--- src/rtl/mem_stage_pkg.sv ---
// Shared pipeline bus widths, field offsets and bus layouts
// for the execute->mem and mem->writeback boundaries.
package mem_stage_pkg;

    localparam int ES_TO_MS_BUS_WD = 79;
    localparam int MS_TO_WS_BUS_WD = 73;

    // es_to_ms bus field offsets
    localparam int ES_PC_LSB       = 0;
    localparam int ES_ALU_LSB      = 32;
    localparam int ES_DEST_LSB     = 64;
    localparam int ES_GR_WE        = 69;
    localparam int ES_LWR          = 70;
    localparam int ES_LWL          = 71;
    localparam int ES_LHU          = 72;
    localparam int ES_LH           = 73;
    localparam int ES_LBU          = 74;
    localparam int ES_LB           = 75;
    localparam int ES_ADDR_LSB     = 76;
    localparam int ES_RES_FROM_MEM = 78;

    // ms_to_ws bus field offsets
    localparam int MS_PC_LSB       = 0;
    localparam int MS_RESULT_LSB   = 32;
    localparam int MS_DEST_LSB     = 64;
    localparam int MS_WSTRB_LSB    = 69;

    typedef struct packed {
        logic        res_from_mem;
        logic [1:0]  addr_low;
        logic        lb;
        logic        lbu;
        logic        lh;
        logic        lhu;
        logic        lwl;
        logic        lwr;
        logic        gr_we;
        logic [4:0]  dest;
        logic [31:0] alu_result;
        logic [31:0] pc;
    } es_to_ms_t;

    typedef struct packed {
        logic [3:0]  rf_wstrb;
        logic [4:0]  dest;
        logic [31:0] final_result;
        logic [31:0] pc;
    } ms_to_ws_t;

endpackage

--- src/rtl/mem_stage_load_align.sv ---
// Load data extraction and register-file byte strobes
// for byte/half/word and unaligned lwl/lwr loads.
import mem_stage_pkg::*;

module load_align (
    input  logic        i_lb,
    input  logic        i_lbu,
    input  logic        i_lh,
    input  logic        i_lhu,
    input  logic        i_lwl,
    input  logic        i_lwr,
    input  logic        i_gr_we,
    input  logic [1:0]  i_addr_low,
    input  logic [31:0] i_rdata,
    output logic [31:0] o_data,
    output logic [3:0]  o_rf_wstrb
);

    logic [7:0]  w_byte;
    logic [15:0] w_half;
    logic [4:0]  w_lwl_sh;
    logic [4:0]  w_lwr_sh;

    always_comb begin
        w_byte = 8'h00;
        case (i_addr_low)
            2'd0: w_byte = i_rdata[7:0];
            2'd1: w_byte = i_rdata[15:8];
            2'd2: w_byte = i_rdata[23:16];
            2'd3: w_byte = i_rdata[31:24];
            default: w_byte = 8'h00;
        endcase
    end

    assign w_half   = i_addr_low[1] ? i_rdata[31:16] : i_rdata[15:0];
    // lwl shifts left by 3-addr_low bytes, lwr right by addr_low bytes
    assign w_lwl_sh = {~i_addr_low, 3'b000};
    assign w_lwr_sh = {i_addr_low, 3'b000};

    always_comb begin
        o_data = i_rdata;
        unique case (1'b1)
            i_lb:    o_data = {{24{w_byte[7]}}, w_byte};
            i_lbu:   o_data = {24'h000000, w_byte};
            i_lh:    o_data = {{16{w_half[15]}}, w_half};
            i_lhu:   o_data = {16'h0000, w_half};
            i_lwl:   o_data = i_rdata << w_lwl_sh;
            i_lwr:   o_data = i_rdata >> w_lwr_sh;
            default: o_data = i_rdata;
        endcase
    end

    always_comb begin
        o_rf_wstrb = 4'b0000;
        if (i_gr_we) begin
            o_rf_wstrb = 4'b1111;
            if (i_lwl) begin
                case (i_addr_low)
                    2'd0: o_rf_wstrb = 4'b1000;
                    2'd1: o_rf_wstrb = 4'b1100;
                    2'd2: o_rf_wstrb = 4'b1110;
                    default: o_rf_wstrb = 4'b1111;
                endcase
            end else if (i_lwr) begin
                case (i_addr_low)
                    2'd0: o_rf_wstrb = 4'b1111;
                    2'd1: o_rf_wstrb = 4'b0111;
                    2'd2: o_rf_wstrb = 4'b0011;
                    default: o_rf_wstrb = 4'b0001;
                endcase
            end
        end
    end

endmodule

--- src/rtl/mem_stage.sv ---
// Memory pipeline stage: registers the execute payload, aligns
// SRAM load data and holds it across writeback back-pressure.
import mem_stage_pkg::*;

module mem_stage (
    input  logic                       clk,
    input  logic                       reset,
    input  logic                       ws_allowin,
    output logic                       ms_allowin,
    input  logic                       es_to_ms_valid,
    input  logic [ES_TO_MS_BUS_WD-1:0] es_to_ms_bus,
    input  logic [31:0]                data_sram_rdata,
    output logic                       ms_to_ws_valid,
    output logic [MS_TO_WS_BUS_WD-1:0] ms_to_ws_bus,
    output logic [3:0]                 ms_fwd_we,
    output logic [4:0]                 ms_fwd_dest,
    output logic [31:0]                ms_fwd_result
);

    es_to_ms_t   r_payload;
    logic        r_valid;
    logic        r_held;
    logic [31:0] r_hold_rdata;

    logic        w_accept;
    logic [31:0] w_rdata;
    logic [31:0] w_load_data;
    logic [3:0]  w_rf_wstrb;
    logic [31:0] w_final_result;
    ms_to_ws_t   w_out;

    assign ms_allowin = !r_valid || ws_allowin;
    assign w_accept   = es_to_ms_valid && ms_allowin;

    always_ff @(posedge clk) begin
        if (reset) begin
            r_valid <= 1'b0;
        end else if (ms_allowin) begin
            r_valid <= es_to_ms_valid;
        end
    end

    always_ff @(posedge clk) begin
        if (w_accept) begin
            r_payload <= es_to_ms_t'(es_to_ms_bus);
        end
    end

    // SRAM data is only valid in the first occupied cycle; keep it if stalled
    always_ff @(posedge clk) begin
        if (reset) begin
            r_held       <= 1'b0;
            r_hold_rdata <= 32'h0;
        end else if (w_accept) begin
            r_held       <= 1'b0;
        end else if (r_valid && !r_held && !ws_allowin) begin
            r_held       <= 1'b1;
            r_hold_rdata <= data_sram_rdata;
        end
    end

    assign w_rdata = r_held ? r_hold_rdata : data_sram_rdata;

    load_align u_load_align (
        .i_lb       (r_payload.lb),
        .i_lbu      (r_payload.lbu),
        .i_lh       (r_payload.lh),
        .i_lhu      (r_payload.lhu),
        .i_lwl      (r_payload.lwl),
        .i_lwr      (r_payload.lwr),
        .i_gr_we    (r_payload.gr_we),
        .i_addr_low (r_payload.addr_low),
        .i_rdata    (w_rdata),
        .o_data     (w_load_data),
        .o_rf_wstrb (w_rf_wstrb)
    );

    assign w_final_result = r_payload.res_from_mem ? w_load_data
                                                   : r_payload.alu_result;

    always_comb begin
        w_out.rf_wstrb     = w_rf_wstrb;
        w_out.dest         = r_payload.dest;
        w_out.final_result = w_final_result;
        w_out.pc           = r_payload.pc;
    end

    assign ms_to_ws_valid = r_valid;
    assign ms_to_ws_bus   = w_out;
    assign ms_fwd_we      = r_valid ? w_rf_wstrb : 4'b0000;
    assign ms_fwd_dest    = r_payload.dest;
    assign ms_fwd_result  = w_final_result;

endmodule

--- config.mk ---
export PLATFORM = sky130hd
export DESIGN_NAME = mem_stage
export DESIGN_NICKNAME = d
export VERILOG_FILES = /design/src/rtl/mem_stage_pkg.sv /design/src/rtl/mem_stage_load_align.sv /design/src/rtl/mem_stage.sv
export SDC_FILE = /design/constraint.sdc
export NUM_CORES = 1
export LEC_CHECK = 0
export ABC_CLOCK_PERIOD_IN_PS = 4100
export BUFFER_PORTS_ARGS = -buffer_cell sky130_fd_sc_hd__buf_2
export CAP_MARGIN = 20
export CORE_MARGIN = 4
export CORE_UTILIZATION = 40
export CTS_CLUSTER_DIAMETER = 150
export DETAILED_ROUTE_END_ITERATION = 6
export PLACE_DENSITY_LB_ADDON = 0.3
export SETUP_SLACK_MARGIN = 0.3
export SKIP_CTS_REPAIR_TIMING = 1
export SLEW_MARGIN = 30
export SYNTH_ARGS = -nofsm -noshare
export SYNTH_HDL_FRONTEND = slang
export SYNTH_SLANG_ARGS = --single-unit
export TNS_END_PERCENT = 1
--- constraint.sdc ---
create_clock -name clk -period 4.1 [get_ports clk]
set_input_delay 0.615 -clock clk [delete_from_list [all_inputs] [get_ports clk]]
set_output_delay 0.615 -clock clk [all_outputs]
set_load 0.005 [all_outputs]
==> metrics <==
Slew Limit Fails 0; Layout area overhead 21.3%; post-route ant nets 0; clk root buf clkbuf_16; Worst-path clk slew 0.06 ns; DRT iter0 DRCs 608; boundary pin count 231; CP max stage cell edfxtp_1; Port Buffers 230; Largest stage delay, worst path 0.79 ns; Max-slew headroom 44.7%; WL final 22200 µm; largest net degree at the start of global routing 80; Reg-to-Reg Start r_held$_SDFFE_PP0P_; Synth area leaders edfxtp_1 (35%), mux2i_1 (10%), dfxtp_1 (10%); crit-path max FO 20; GPL Wtd Cong 1.00; fin area 8240 µm²; total number of vias 6100; layout cells sized above 1 35.1%; crit path kind flip-flop to output pin; dpl hpwl 16600 µm; Tcrit/Tclk final 88.1%; Nets 968; CP Cell Sequence inv_1 > mux4_2 > a21oi_4 > o311ai_0 > a22o_1 > buf_2; vias in the first global route 5901; GR Overflow Total 0; Mapped Avg Cell Area 9.67 µm²; Max Root-Sink Buffers 2; Top delay family on crit path compound AO/OA/AOI/OAI gates; area of the core 16600 µm²; ys flop type edfxtp_1; Metal-1 WL 9300 µm; share of the synthesized area in the top cell type 34.9%; drt pass-1 iters 5; maximum vdd drop 0.288 mV; Clock Skew 0.00773 ns; DIE AREA 19100 µm²; Crit. Startpoint r_payload[77]$_DFFE_PP_; worst path buffer plus inverter count 2; htree depth 4; syn nets 817; placed insts 1053; FF+latch count, synth 113; Netlist cell types 48; TritonCTS clock tree yes; WL met3 2180 µm; standard-cell rows 47; Worst-Skew Late Latency 0.43 ns; largest area contributor in the netlist edfxtp_1; leakage power 0.00327 µW; fin crit period 3.61 ns; status finished clean; DR top layer met4; synth cell count leaders edfxtp_1 (79), nand2_1 (79), buf_4 (74); total track usage 22.7%; antenna violations before repair 0; PD cells 405 nW/µm²; Worst Hold Class input pin to flip-flop; Initial Utilization 41.0%; # Max-Cap Violations 0; worst path required time 3.48 ns; Seq/Total Area, Yosys 45.0%; kind of end point of the critical path output pin; Sink Count 113; Hold Violations, Final 0; Worst EP arrival 3.00 ns; Syn Std Cell Area 6790 µm²; FMAX 0.277 GHz; Antenna diodes 0; ys async rst share 0%; # setup viols final 0; post-DR wirelength/cell 20.5 µm; Ys Warns 0; DR vias/cell 5.62; Post-synth EDFFs 79; first-pass GRT wire length 34200 µm; crit path launch type flip-flop; non-filler cells in the finished layout 1086; Hold Path Origin es_to_ms_bus[2]; Post-Synthesis Cells 702; DRC 0; Die Width 138 µm; worst slew pin tran 0.828 ns; RSZ-0062 raised after global routing no; CTS buffer count 17; Die Y-Extent 138 µm; Setup TNS 0 ns; Placed Area 7660 µm²; DR WL met2 10100 µm
metal layers:
| metal | global-route usage (%) | vias to the layer above |
|---|---|---|
| met5 | 0 | - |
| met3 | 7.15 | 35 |
| met2 | 34.9 | 345 |
| met1 | 30.0 | 2872 |
| met4 | 9.15 | 0 |
| li1 | - | 2848 |
cell usage in the layout, fill, tap and decap left out, drive strengths merged, types with 2 or more instances in the layout:
cell        n
o22ai      44
nand2b      6
o32ai       3
a21oi      53
buf       254
o2bb2ai     6
clkinvlp    3
a211oi     13
clkinv      3
o211a       2
nand3      25
mux2i      70
nor2       35
nand2      79
edfxtp     79
o22a        7
o311ai      7
a22o        9
a31oi       9
mux2       11
a21o        2
nor2b       2
o21ai      33
mux4        3
inv        14
dfxtp      34
clkbuf     18
nor3       15
and2       13
flip-flops by register name, indices dropped and copies added, names as in the netlist:
| name | count |
|---|---|
| r_payload | 42 |
| ms_fwd_dest | 5 |
| ms_to_ws_valid | 1 |
| ms_to_ws_bus | 32 |
| r_held | 1 |
| r_hold_rdata | 32 |
cells by family (layout without fill, tap and decap cells):
logic type | after synthesis | after routing | share of synthesized area [%]
mux | 84 | 84 | 13.2
compound gates | 197 | 197 | 18.6
simple gates | 180 | 180 | 11.7
buf+inv | 128 | 292 | 11.6
flops | 113 | 113 | 45.0
path summary, 6_finish.rpt:
path,endpoint,slack [ns],cells past startpoint
setup / recovery,ms_fwd_result[25],0.49,6
setup reg to reg,r_hold_rdata[22]$_SDFFE_PP0P_,2.18,6
hold / removal,ms_to_ws_bus[2]$_DFFE_PP_,0.36,1
hold reg to reg,r_hold_rdata[7]$_SDFFE_PP0P_,0.47,2
metrics by stage:
| stage | utilization [%] | hold slack, ns | setup slack, ns | power, µW |
|---|---|---|---|---|
| CTS | 49.5 | 0.352 | 0.581 | 3350 |
| detailed placement | 46.2 | 0.466 | 0.840 | 1960 |
| global route | 49.7 | 0.348 | 0.357 | 3480 |
| floorplan | - | 0.448 | 0.970 | 1740 |
| finish | 49.7 | 0.360 | 0.488 | 3330 |
| global placement | 46.2 | 0.457 | 0.864 | 1950 |
final cells by class:
type	count	area (µm²)
clock buffers	18	429
clock inverters	14	124
fillers	1567	8350
inverters	6	22.5
multi-input cells	461	2960
flip-flops and latches	113	3050
well taps	220	275
repair buffers	254	1380
power by group:
group / internal [µW] / leakage [µW] / switching, µW / total [µW]
clock network: 792 / 0.000263 / 602 / 1390
registers: 1290 / 0.00104 / 37.2 / 1330
logic: 261 / 0.00197 / 352 / 613
worst register-to-register path, stage by stage, from the launching register on:
cell and delay, ns:
dfxtp_2 0.43, buf_12 0.32, inv_1 0.27, nand2b_1 0.22, buf_4 0.36, nand2_1 0.11, a21oi_1 0.14
Power figures use the tool's default switching activity.
